$ cat config.mk
export PLATFORM = sky130hd
export DESIGN_NAME = ace_ccu_arbiter
export DESIGN_NICKNAME = d
export VERILOG_FILES = /design/src/rtl/ace_ccu_arbiter_pkg.sv /design/src/rtl/ace_ccu_rr_pick.sv /design/src/rtl/ace_ccu_arbiter.sv
export SDC_FILE = /design/constraint.sdc
export NUM_CORES = 1
export LEC_CHECK = 0
export BUFFER_PORTS_ARGS = -buffer_cell sky130_fd_sc_hd__buf_2
export CAP_MARGIN = 10
export CORE_AREA = 3 3 351 353
export DETAILED_ROUTE_END_ITERATION = 8
export DIE_AREA = 0 0 354 356
export PLACE_DENSITY_LB_ADDON = 0.08
export RECOVER_POWER = 100
export SYNTH_ARGS = -nofsm -noshare
export SYNTH_HDL_FRONTEND = slang
export SYNTH_SLANG_ARGS = --single-unit
$ cat constraint.sdc
create_clock -name clk_i -period 4 [get_ports clk_i]
set_clock_uncertainty 0.15 [all_clocks]
set_input_delay 0.8 -clock clk_i [delete_from_list [all_inputs] [get_ports clk_i]]
set_output_delay 0.8 -clock clk_i [all_outputs]
set_load 0.01 [all_outputs]
$ cat src/rtl/ace_ccu_arbiter_pkg.sv
// Types shared by the CCU request-path arbiter: ACE channel payloads, bus structs and FSM enums.
package ace_ccu_arbiter_pkg;

  localparam int unsigned IdWidth   = 4;
  localparam int unsigned AddrWidth = 32;
  localparam int unsigned DataWidth = 32;
  localparam int unsigned LenWidth  = 8;
  localparam int unsigned AtopWidth = 6;

  typedef struct packed {
    logic [IdWidth-1:0]   id;
    logic [AddrWidth-1:0] addr;
    logic [LenWidth-1:0]  len;
    logic [AtopWidth-1:0] atop;
  } aw_chan_t;

  typedef struct packed {
    logic [DataWidth-1:0] data;
    logic                 last;
  } w_chan_t;

  typedef struct packed {
    logic [IdWidth-1:0]   id;
    logic [AddrWidth-1:0] addr;
    logic [LenWidth-1:0]  len;
  } ar_chan_t;

  typedef struct packed {
    logic [IdWidth-1:0] id;
    logic [1:0]         resp;
  } b_chan_t;

  typedef struct packed {
    logic [IdWidth-1:0]   id;
    logic [DataWidth-1:0] data;
    logic [1:0]           resp;
    logic                 last;
  } r_chan_t;

  typedef struct packed {
    aw_chan_t aw;
    logic     aw_valid;
    w_chan_t  w;
    logic     w_valid;
    logic     b_ready;
    ar_chan_t ar;
    logic     ar_valid;
    logic     r_ready;
  } ace_req_t;

  typedef struct packed {
    logic    aw_ready;
    logic    ar_ready;
    logic    w_ready;
    logic    b_valid;
    b_chan_t b;
    logic    r_valid;
    r_chan_t r;
  } ace_resp_t;

  typedef enum logic [2:0] {IDLE, AR_FWD, R_FWD, AW_FWD, W_FWD, B_WAIT} ccu_arb_state_e;
  typedef enum logic {READ, WRITE} ccu_rw_e;

  function automatic int unsigned idx_width(input int unsigned n);
    return (n > 32'd1) ? $clog2(n) : 32'd1;
  endfunction

endpackage

$ cat src/rtl/ace_ccu_rr_pick.sv
// Combinational round-robin picker: first requester at or after rr_ptr wins.
module ace_ccu_rr_pick
  import ace_ccu_arbiter_pkg::*;
#(
  parameter int unsigned N = 4,
  localparam int unsigned IdxW = idx_width(N)
) (
  input  logic [N-1:0]    req,
  input  logic [IdxW-1:0] rr_ptr,
  output logic [N-1:0]    onehot,
  output logic [IdxW-1:0] idx
);

  logic [IdxW-1:0] p;
  logic            found;

  always_comb begin
    onehot = '0;
    idx    = '0;
    found  = 1'b0;
    p      = '0;
    for (int unsigned k = 0; k < N; k++) begin
      p = IdxW'((32'(rr_ptr) + k) % N);
      if (!found && req[p]) begin
        found     = 1'b1;
        onehot[p] = 1'b1;
        idx       = p;
      end
    end
  end

endmodule

$ cat src/rtl/ace_ccu_arbiter.sv
// Serialises the shareable ACE request streams onto the single CCU port, one transaction in flight,
// so IDs pass through untouched.
module ace_ccu_arbiter
  import ace_ccu_arbiter_pkg::*;
#(
  parameter int unsigned NoSlvPorts = 4,
  parameter bit          ATOPs      = 1'b1,
  parameter type         req_t      = ace_req_t,
  parameter type         resp_t     = ace_resp_t,
  localparam int unsigned IdxW      = idx_width(NoSlvPorts)
) (
  input  logic            clk_i,
  input  logic            rst_i,
  input  req_t            slv_reqs_i  [NoSlvPorts],
  output resp_t           slv_resps_o [NoSlvPorts],
  output req_t            mst_req_o,
  input  resp_t           mst_resp_i,
  output logic            busy_o,
  output logic [IdxW-1:0] gnt_idx_o
);

  ccu_arb_state_e        state, state_next;
  ccu_rw_e               rw_pref;
  logic [IdxW-1:0]       rr_ptr, gnt_idx, win_idx;
  logic [NoSlvPorts-1:0] ar_vec, aw_vec, win_onehot;
  logic                  atop_r, r_done;
  logic                  win_ar, win_aw, pick_read, grant;
  logic                  ar_hs, aw_hs, w_last_hs, b_hs, r_route, r_last_hs;
  req_t                  g_req;

  always_comb begin
    ar_vec = '0;
    aw_vec = '0;
    for (int unsigned p = 0; p < NoSlvPorts; p++) begin
      ar_vec[p] = slv_reqs_i[p].ar_valid;
      aw_vec[p] = slv_reqs_i[p].aw_valid;
    end
  end

  ace_ccu_rr_pick #(.N(NoSlvPorts)) u_pick (
    .req    (ar_vec | aw_vec),
    .rr_ptr (rr_ptr),
    .onehot (win_onehot),
    .idx    (win_idx)
  );

  assign win_ar    = |(win_onehot & ar_vec);
  assign win_aw    = |(win_onehot & aw_vec);
  assign pick_read = win_ar && (!win_aw || rw_pref == READ);
  assign grant     = (state == IDLE) && (|win_onehot);

  assign g_req     = slv_reqs_i[gnt_idx];
  assign ar_hs     = (state == AR_FWD) && g_req.ar_valid && mst_resp_i.ar_ready;
  assign aw_hs     = (state == AW_FWD) && g_req.aw_valid && mst_resp_i.aw_ready;
  assign w_last_hs = (state == W_FWD) && g_req.w_valid && mst_resp_i.w_ready && g_req.w.last;
  assign b_hs      = (state == B_WAIT) && mst_resp_i.b_valid && g_req.b_ready;
  // Atomic R beats may overtake B, so R is also routed while waiting for B.
  assign r_route   = (state == R_FWD) || ((state == B_WAIT) && atop_r && !r_done);
  assign r_last_hs = r_route && mst_resp_i.r_valid && g_req.r_ready && mst_resp_i.r.last;

  always_ff @(posedge clk_i) begin
    if (rst_i) state <= IDLE;
    else       state <= state_next;
  end

  always_comb begin
    state_next = state;
    case (state)
      IDLE:    if (grant) state_next = pick_read ? AR_FWD : AW_FWD;
      AR_FWD:  if (ar_hs) state_next = R_FWD;
      R_FWD:   if (r_last_hs) state_next = IDLE;
      AW_FWD:  if (aw_hs) state_next = W_FWD;
      W_FWD:   if (w_last_hs) state_next = B_WAIT;
      B_WAIT:  if (b_hs) state_next = (atop_r && !(r_done || r_last_hs)) ? R_FWD : IDLE;
      default: state_next = IDLE;
    endcase
  end

  always_comb begin
    mst_req_o = '0;
    case (state)
      AR_FWD: begin
        mst_req_o.ar       = g_req.ar;
        mst_req_o.ar_valid = g_req.ar_valid;
      end
      AW_FWD: begin
        mst_req_o.aw       = g_req.aw;
        mst_req_o.aw_valid = g_req.aw_valid;
      end
      W_FWD: begin
        mst_req_o.w       = g_req.w;
        mst_req_o.w_valid = g_req.w_valid;
      end
      B_WAIT:  mst_req_o.b_ready = g_req.b_ready;
      default: ;
    endcase
    if (r_route) mst_req_o.r_ready = g_req.r_ready;
    for (int unsigned p = 0; p < NoSlvPorts; p++) begin
      slv_resps_o[p] = '0;
      if (IdxW'(p) == gnt_idx) begin
        slv_resps_o[p].ar_ready = (state == AR_FWD) && mst_resp_i.ar_ready;
        slv_resps_o[p].aw_ready = (state == AW_FWD) && mst_resp_i.aw_ready;
        slv_resps_o[p].w_ready  = (state == W_FWD) && mst_resp_i.w_ready;
        if (state == B_WAIT) begin
          slv_resps_o[p].b       = mst_resp_i.b;
          slv_resps_o[p].b_valid = mst_resp_i.b_valid;
        end
        if (r_route) begin
          slv_resps_o[p].r       = mst_resp_i.r;
          slv_resps_o[p].r_valid = mst_resp_i.r_valid;
        end
      end
    end
  end

  // Grant bookkeeping: pointer, direction preference and atomic completion tracking.
  always_ff @(posedge clk_i) begin
    if (rst_i) begin
      rr_ptr  <= '0;
      gnt_idx <= '0;
      rw_pref <= READ;
      atop_r  <= 1'b0;
      r_done  <= 1'b0;
    end else begin
      if (grant) begin
        gnt_idx <= win_idx;
        rr_ptr  <= (win_idx == IdxW'(NoSlvPorts - 1)) ? '0 : win_idx + IdxW'(1);
        if (win_ar && win_aw) rw_pref <= (rw_pref == READ) ? WRITE : READ;
        atop_r  <= 1'b0;
        r_done  <= 1'b0;
      end
      if (aw_hs) atop_r <= ATOPs & g_req.aw.atop[5];
      if ((state == B_WAIT) && r_last_hs) r_done <= 1'b1;
    end
  end

  assign busy_o    = (state != IDLE);
  assign gnt_idx_o = gnt_idx;

  // Responses the arbiter cannot route are left unacknowledged; flag them in simulation.
  always_ff @(posedge clk_i) begin
    if (!rst_i) begin
      assert (!mst_resp_i.b_valid || state == B_WAIT)
        else $error("ace_ccu_arbiter: B response outside B_WAIT");
      assert (!mst_resp_i.r_valid || r_route)
        else $error("ace_ccu_arbiter: R response with no open read");
    end
  end

endmodule

==> Word-level counts from Yosys, hierarchy flattened <==
Cells that the tools add are included.
{ "word_totals": {"elab_cells": 145, "out_inout_bits": 335, "register_bits": 10, "in_bits": 580} }
{ "classes": {"add_sub_neg": 4, "reduce_logical": 48, "n_bitwise": 8, "n_lt_le_gt_ge": 9, "eq_ne": 15, "muxes": 55} }
{ "ops": {"columns": ["op", "n"], "rows": [
  ["132-bit binary-select mux with 2-bit select", 1],
  ["132-bit 2-to-1 mux", 2],
  ["50-bit 2-to-1 mux", 4],
  ["51-bit 2-to-1 mux", 1],
  ["45-bit 2-to-1 mux", 1],
  ["40-bit 2-to-1 mux", 1],
  ["34-bit 2-to-1 mux", 1],
  ["1-bit logical AND", 29],
  ["3-bit 2-to-1 mux", 6],
  ["3-bit case mux with 6 select lines", 1],
  ["1-bit 2-to-1 mux", 17],
  ["4-bit 2-to-1 mux", 4],
  ["4-bit OR", 4],
  ["2-bit 2-to-1 mux", 7],
  ["2-bit by 3-bit < comparator with 1-bit output (second input constant)", 4],
  ["2-bit != test (second input constant)", 6],
  ["4-bit OR reduction", 3],
  ["4-bit AND", 2],
  ["1-bit binary-select mux with 2-bit select", 4],
  ["1-bit demux with 2-bit select", 4],
  ["2-bit by 1-bit >= comparator with 1-bit output (second input constant)", 4],
  ["7-bit 2-to-1 mux", 1],
  ["3-bit by 2-bit equality test with 1-bit output (second input constant)", 2],
  ["3-bit equality test (second input constant)", 2],
  ["17 further kinds", 28]
]} }

==> Depth between registers and ports, before layout <==
Gate-level depths: netlist (run 1).
{ "logic_depth": {"depth_word": 21, "ltp_mapped": 12, "mapped_depth_nobuf": 10} }

==> Hierarchy <==
Synthesis (run 1) repeated with hierarchy kept, for this count alone.
{ "hier_totals": {"cells_unflattened": 668, "hier_area_um2": 6428.7} }
{ "by_module_without_submodules": {"columns": ["mod", "seq_area_each_um2", "area_each_um2", "n_inst", "cells_each"], "rows": [
  ["ace_ccu_arbiter", 200.2, 6009.5, 1, 622],
  ["ace_ccu_rr_pick", 0.0, 419.2, 1, 46]
]} }

==> Worst setup path after synthesis (run 1) <==
No wires, ideal clock.
{ "synth_path": {"path_type": "reg-to-output", "from": "reg gnt_idx[0], in the netlist gnt_idx_o[0]", "to": "out mst_req_o[100] (netlist bit)", "path_slack_ps": 514, "arrival_time_ps": 2536, "n_path_buf": 4, "stages_incl_launch_ff": 7, "t_required_ps": 3050, "path_cell_list": "dfxtp_1 -> clkbuf_1 -> clkbuf_1 -> buf_2 -> buf_1 -> mux4_2 -> and2_1"} }
{ "synth_lines": {"columns": ["item", "line", "rtl"], "rows": [
  ["start, declared", "ace_ccu_arbiter.sv:24", "logic [IdxW-1:0] rr_ptr, gnt_idx, win_idx;"],
  ["start signal, assigned", "ace_ccu_arbiter.sv:126", "gnt_idx <= win_idx;"],
  ["end, declared", "ace_ccu_arbiter.sv:16", "output req_t mst_req_o,"]
]} }

==> flow_summary.yaml, run 1 <==
worst_setup_path:
  r2r_start: "rr_ptr[1]"
  slowest_stage: "nor2_1"
  cpPeakStageDelay_ns: 0.62
  critPathKind: "flip-flop to output pin"
  r2r_end: "state[1]"
  rrSetupSlack_ns: 0.73
  cp-end-kind: "output pin"
  startpoint: "state[1]"
  crit_fanout: 47
  required_ns: 3.05
  path_buf_inv: 2
  critical_path_arrival_ns: 2.70
  crit_family: "simple AND/OR/NAND/NOR gates"
  ff2ff_path_depth: 11
  critPathLaunchType: "flip-flop"
  path_cells: "or2b_2, nor2_1, buf_12, and2_0, buf_2"
clock_network:
  cts-htree-levels: 1
  tritoncts: "built"
  cts_buffers: 3
  clk_pin_slew_ns: 0.04
  root_buffer: "clkbuf_16"
  ctsResizeCount: 0
  clock_sinks: 10
  cts_hold_buf: 0
  clk_latency_ns: 0.24
  cts_setup_buffers: 0
  clock_path_buffers: 2
sta:
  worst_pin_slew_ns: 1.45
  max_freq_ghz: 0.274
  rsz0062_at_grt: "no"
  finalCritPeriodShare_pct: 91.2
  relSlewSlack_pct: 2.54
  hold_violations: 0
  layout_setup_ws_ns: 0.351
  min_period_ns: 3.65
  slew_viol_final: 0
  setup_viol: 0
  fin_tns_setup_ns: 0
global_routing:
  antenna_found_initial: 69
  track_usage_pct: 10.7
  use_met3_pct: 3.83
  gr-total-overflow: 0
  grt_pass1_wl_mm: 94.2
  grt_max_degree: 74
  grt-busiest-layer: "met2"
  grt_util_met1_pct: 12.8
  grtUsageMet2_pct: 19.1
  grt_pass1_vias: 10300
routing:
  wirelength_mm: 73.0
  drtIter0Drc: 431
  dr.pass1.iters: 4
  drc: 0
  detail-route-antenna-nets: 0
  viasPerCell: 3.06
  wire_per_inst_um: 22.7
  num_vias: 9833
power_and_ir_drop:
  swShare_pct: 50.8
  p_sw_mw: 2.39
  p_leak_nw: 5.33
  peakVddDrop_mv: 0.281
  power_mw: 4.70
  p_clk_share_pct: 3.9
  p_int_mw: 2.31
  p_comb_share_pct: 90.5
  powerDensity_mw_per_mm2: 364
  p_seq_share_pct: 5.6
place:
  hpwl_mm: 65.6
  place_ws_ns: 0.376
  placed_cells: 3187
  portBuffers: 914
  place_congestion: 0.891
die:
  fp.coreArea_mm2: 0.120
  ios: 915
  die_h_um: 356
  fp-row-count: 127
  start_util_pct: 5.41
  dieArea_mm2: 0.126
  fp.dieW_um: 354
synth:
  synthFlopType: "dfxtp_1"
  synth_cells: 699
  syn_nets: 1287
  ys_ff_latch: 10
  synth_edf_count: 0
  netlist_area_mm2: 0.00650
  syn_avg_cell_area_um2: 9.31
  yosysWarnings: 0
  synth_cell_type_count: 57
  synthArstFlopShare_pct: 0
  seq_area_frac_synth_pct: 3.08
run_status:
  status: "finished clean"
finish:
  area_delta_synth_final_pct: 98.5
  nets: 2168
  multi_input_area_mm2: 0.00597
  drive_gt1_share_pct: 53.4
  instances_no_fill: 3214
  ff_latch_area_um2: 208
  fill_cells: 14300
  final_util_pct: 10.7
worst_hold_path:
  hold_path.class: "flip-flop to flip-flop"
  hold_path_depth: 2
  hold_path_end: "atop_r"
  hp-start: "atop_r"
flow_run:
  drv_cap: 0
worst max path at each step:
| stage | to | slack (ns) | cells past startpoint |
|---|---|---|---|
| 4_1_cts | slv_resps_o[179] | 0.42 | 7 |
| 6_report | mst_req_o[121] | 0.35 | 5 |
| 3_5_place_dp | state[1] | 0.38 | 10 |
| 2_1_floorplan | mst_req_o[100] | 0.51 | 6 |
| 3_3_place_gp | state[1] | 0.36 | 10 |
| 5_1_grt | gnt_idx_o[0] | 0.21 | 10 |
cell type report:
type	instances	share of cell area (%)
well taps	1612	15.6
diodes	23	0.446
multi-input cells	608	46.2
inverters	11	0.320
repair buffers	946	35.2
flip-flops and latches	10	1.61
clock buffers	4	0.611
metrics by stage:
step                      cell area, µm²  hold WS, ns
after global placement             13100        0.319
after CTS                          13200        0.326
final                              12900        0.324
after global routing               12900        0.374
after floorplan                     6500        0.291
after detailed placement           13100        0.322
Yosys cell counts (all sizes together), types with 2 or more instances:
library cell  count  area (µm²)
a211oi            2        15.0
o21a              2        15.0
o21ai            10        50.1
a22o              2        20.0
and2            237        1480
a21o              2        16.3
ha                8         100
nor2b            51         319
nand2b            3        18.8
nor2             36         138
nand4             2        12.5
nand2            15        56.3
inv              11        41.3
a21oi            11        55.1
clkbuf           46         193
mux4            134        3020
o22ai             2        12.5
nor3             14        75.1
nor4              2        12.5
o221ai            4        35.0
o211a             2        20.0
nand3             6        30.0
o21bai            2        15.0
and3             36         228
or2               6        37.5
or3               3        20.0
buf              23        97.6
dfxtp            10         200
worst register-to-register path: cells and delay by family, from the launching register on:
| family | cells | cell delay (ns) |
|---|---|---|
| AO/OA/AOI/OAI | 4 | 1.28 |
| AND/OR/NAND/NOR | 4 | 0.73 |
| buffers and inverters | 2 | 0.40 |
| adder cells (fa/ha/maj) | 1 | 0.34 |
| flip-flops | 1 | 0.30 |
layout by cell type (no fill, tap or decap), types with 13 or more instances in the layout:
master    instances
and2_0           63
and2_1          173
and3_1           34
buf_2           657
buf_4            21
clkbuf_1        262
diode_2          23
mux4_2          133
nand2_1          15
nor2_1           31
nor2b_1          51
nor3_1           13
kinds of logic after synthesis:
group,count (synthesis),share of synthesized area [%]
simple gates,415,37.9
mux,134,46.5
buf+inv,81,5.29
compound gates,50,5.56
flops,10,3.08
fa+ha+maj,8,1.54
xor+xnor,1,0.135
metal layers:
metal,vias to the layer above,part of all wire [%]
li1,4387,-
met1,4850,40
met2,498,50
met3,76,8.8
met4,22,0.88
met5,-,0.22
flip-flops by register name (all words and copies together) (netlist names), named ones only:
signal / cells
atop_r: 1
gnt_idx_o: 2
r_done: 1
rr_ptr: 1
rw_pref: 1
state: 3
power groups by stage:
stage / clock [mW] / sequential, mW / combinational (mW)
after floorplan: 0 / 0.166 / 2.77
after global placement: 0 / 0.284 / 4.53
after detailed placement: 0 / 0.281 / 4.50
after CTS: 0.189 / 0.279 / 4.52
after global routing: 0.194 / 0.282 / 4.64
final: 0.183 / 0.265 / 4.26
Power figures use the tool's default switching activity.
==> run 2, diff against run 1 <==
Settings changed: RECOVER_POWER 100 to not set.
==> flow_summary.yaml, run 2 (synthesis gave the netlist of run 1 again) <==
clock_network:
  clk_pin_slew_ns: 0.04
  cts_setup_buffers: 0
  clk_latency_ns: 0.24
  tritoncts: "built"
  cts_hold_buf: 0
  cts-htree-levels: 1
  clock_sinks: 10
  ctsResizeCount: 0
  cts_buffers: 3
  root_buffer: "clkbuf_16"
  clock_path_buffers: 2
routing:
  wirelength_mm: 72.9
  wire_per_inst_um: 22.7
  drtIter0Drc: 466
  viasPerCell: 3.04
  drc: 0
  detail-route-antenna-nets: 0
  num_vias: 9787
  dr.pass1.iters: 4
die:
  fp-row-count: 127
  ios: 915
  start_util_pct: 5.41
  fp.dieW_um: 354
  fp.coreArea_mm2: 0.120
  dieArea_mm2: 0.126
  die_h_um: 356
worst_hold_path:
  hold_path.class: "flip-flop to flip-flop"
global_routing:
  grt_pass1_vias: 10300
  antenna_found_initial: 69
  gr-total-overflow: 0
  grt_pass1_wl_mm: 94.2
  grt_max_degree: 74
  track_usage_pct: 10.7
sta:
  finalCritPeriodShare_pct: 87.8
  slew_viol_final: 0
  hold_ws_ns: 0.328
  worst_pin_slew_ns: 0.909
  rsz0062_at_grt: "no"
  relSlewSlack_pct: 39.1
  setup_viol: 0
  hold_violations: 0
  fin_tns_setup_ns: 0
  min_period_ns: 3.51
  max_freq_ghz: 0.285
finish:
  fill_cells: 14200
  largest_reg_flops: 3
  ff_latch_area_um2: 208
  multi_input_area_mm2: 0.00599
  drive_gt1_share_pct: 70.2
  final_common_cell: "buf_2"
  final_cell_mix: "buf_2 (914), and2_1 (235), mux4_2 (133), nor2b_1 (51), and3_1 (34)"
  area_delta_synth_final_pct: 104
  fin_area_mm2: 0.0133
  nets: 2168
  largest_register: "state"
power_and_ir_drop:
  p_leak_nw: 6.53
  p_sw_mw: 2.38
  p_clk_share_pct: 3.8
  powerDensity_mw_per_mm2: 362
  p_comb_share_pct: 90.7
  p_int_mw: 2.43
  peakVddDrop_mv: 0.283
  p_seq_share_pct: 5.5
  swShare_pct: 49.6
worst_setup_path:
  cp-end-kind: "output pin"
  critPathKind: "flip-flop to output pin"
  rrSetupSlack_ns: 0.75
  path_buf_inv: 2
  cpPeakStageDelay_ns: 0.49
  slowest_stage: "or3b_2"
  critical_path_arrival_ns: 2.56
  critPathLaunchType: "flip-flop"
  required_ns: 3.05
  crit_family: "simple AND/OR/NAND/NOR gates"
  crit_fanout: 41
  path_cells: "nand3b_1, or3b_2, o21a_1, nor3_2, buf_4, and2_1, buf_2"
place:
  post_dp_cell_area_mm2: 0.0131
  hpwl_mm: 65.6
  place_congestion: 0.891
  portBuffers: 914
flow_run:
  drv_cap: 0
run_status:
  status: "finished clean"
run 2: worst paths after layout:
path	cells after the start	endpoint	startpoint
worst min-delay path	2	atop_r	atop_r
worst min register to register	2	atop_r	atop_r
worst max register to register	11	state[1]	rr_ptr[1]
worst max-delay path	7	slv_resps_o[179]	state[1]
run 2: routing by layer:
layer | global-route usage [%] | vias to the layer above | wire [µm]
met3 | 3.83 | 70 | 6610
li1 | - | 4390 | -
met4 | 1.02 | 22 | 601
met5 | 0 | - | 160
met2 | 19.1 | 499 | 36800
met1 | 12.8 | 4806 | 28800
run 2: per-stage QoR:
stage / instances / total power [mW] / setup slack, ns / utilization [%]
after detailed placement: 3187 / 4.78 / 0.376 / 10.9
final: 3217 / 4.81 / 0.489 / 11.1
after global placement: 3187 / 4.82 / 0.365 / 10.9
after floorplan: 699 / 2.94 / 0.514 / -
after global routing: 3199 / 5.22 / 0.366 / 11.0
after CTS: 3191 / 4.99 / 0.415 / 11.0
run 2: power groups by stage:
stage	Sequential (mW)	Combinational, mW	Clock (mW)
global placement	0.284	4.53	0
detailed placement	0.281	4.50	0
floorplan	0.166	2.77	0
global route	0.285	4.75	0.194
CTS	0.279	4.52	0.189
finish	0.265	4.36	0.183
run 2: tightest hold or removal path, cell delays in order (launching register included):
cell     delay (ns)
dfxtp_1        0.30
nand3_1        0.06
a21oi_1        0.06
run 2: cell type report:
cell class | count | area share [%]
diodes | 26 | 0.490
clock buffers | 4 | 0.593
inverters | 11 | 0.311
multi-input cells | 608 | 45.1
flip-flops and latches | 10 | 1.56
well taps | 1612 | 15.2
repair buffers | 946 | 36.8
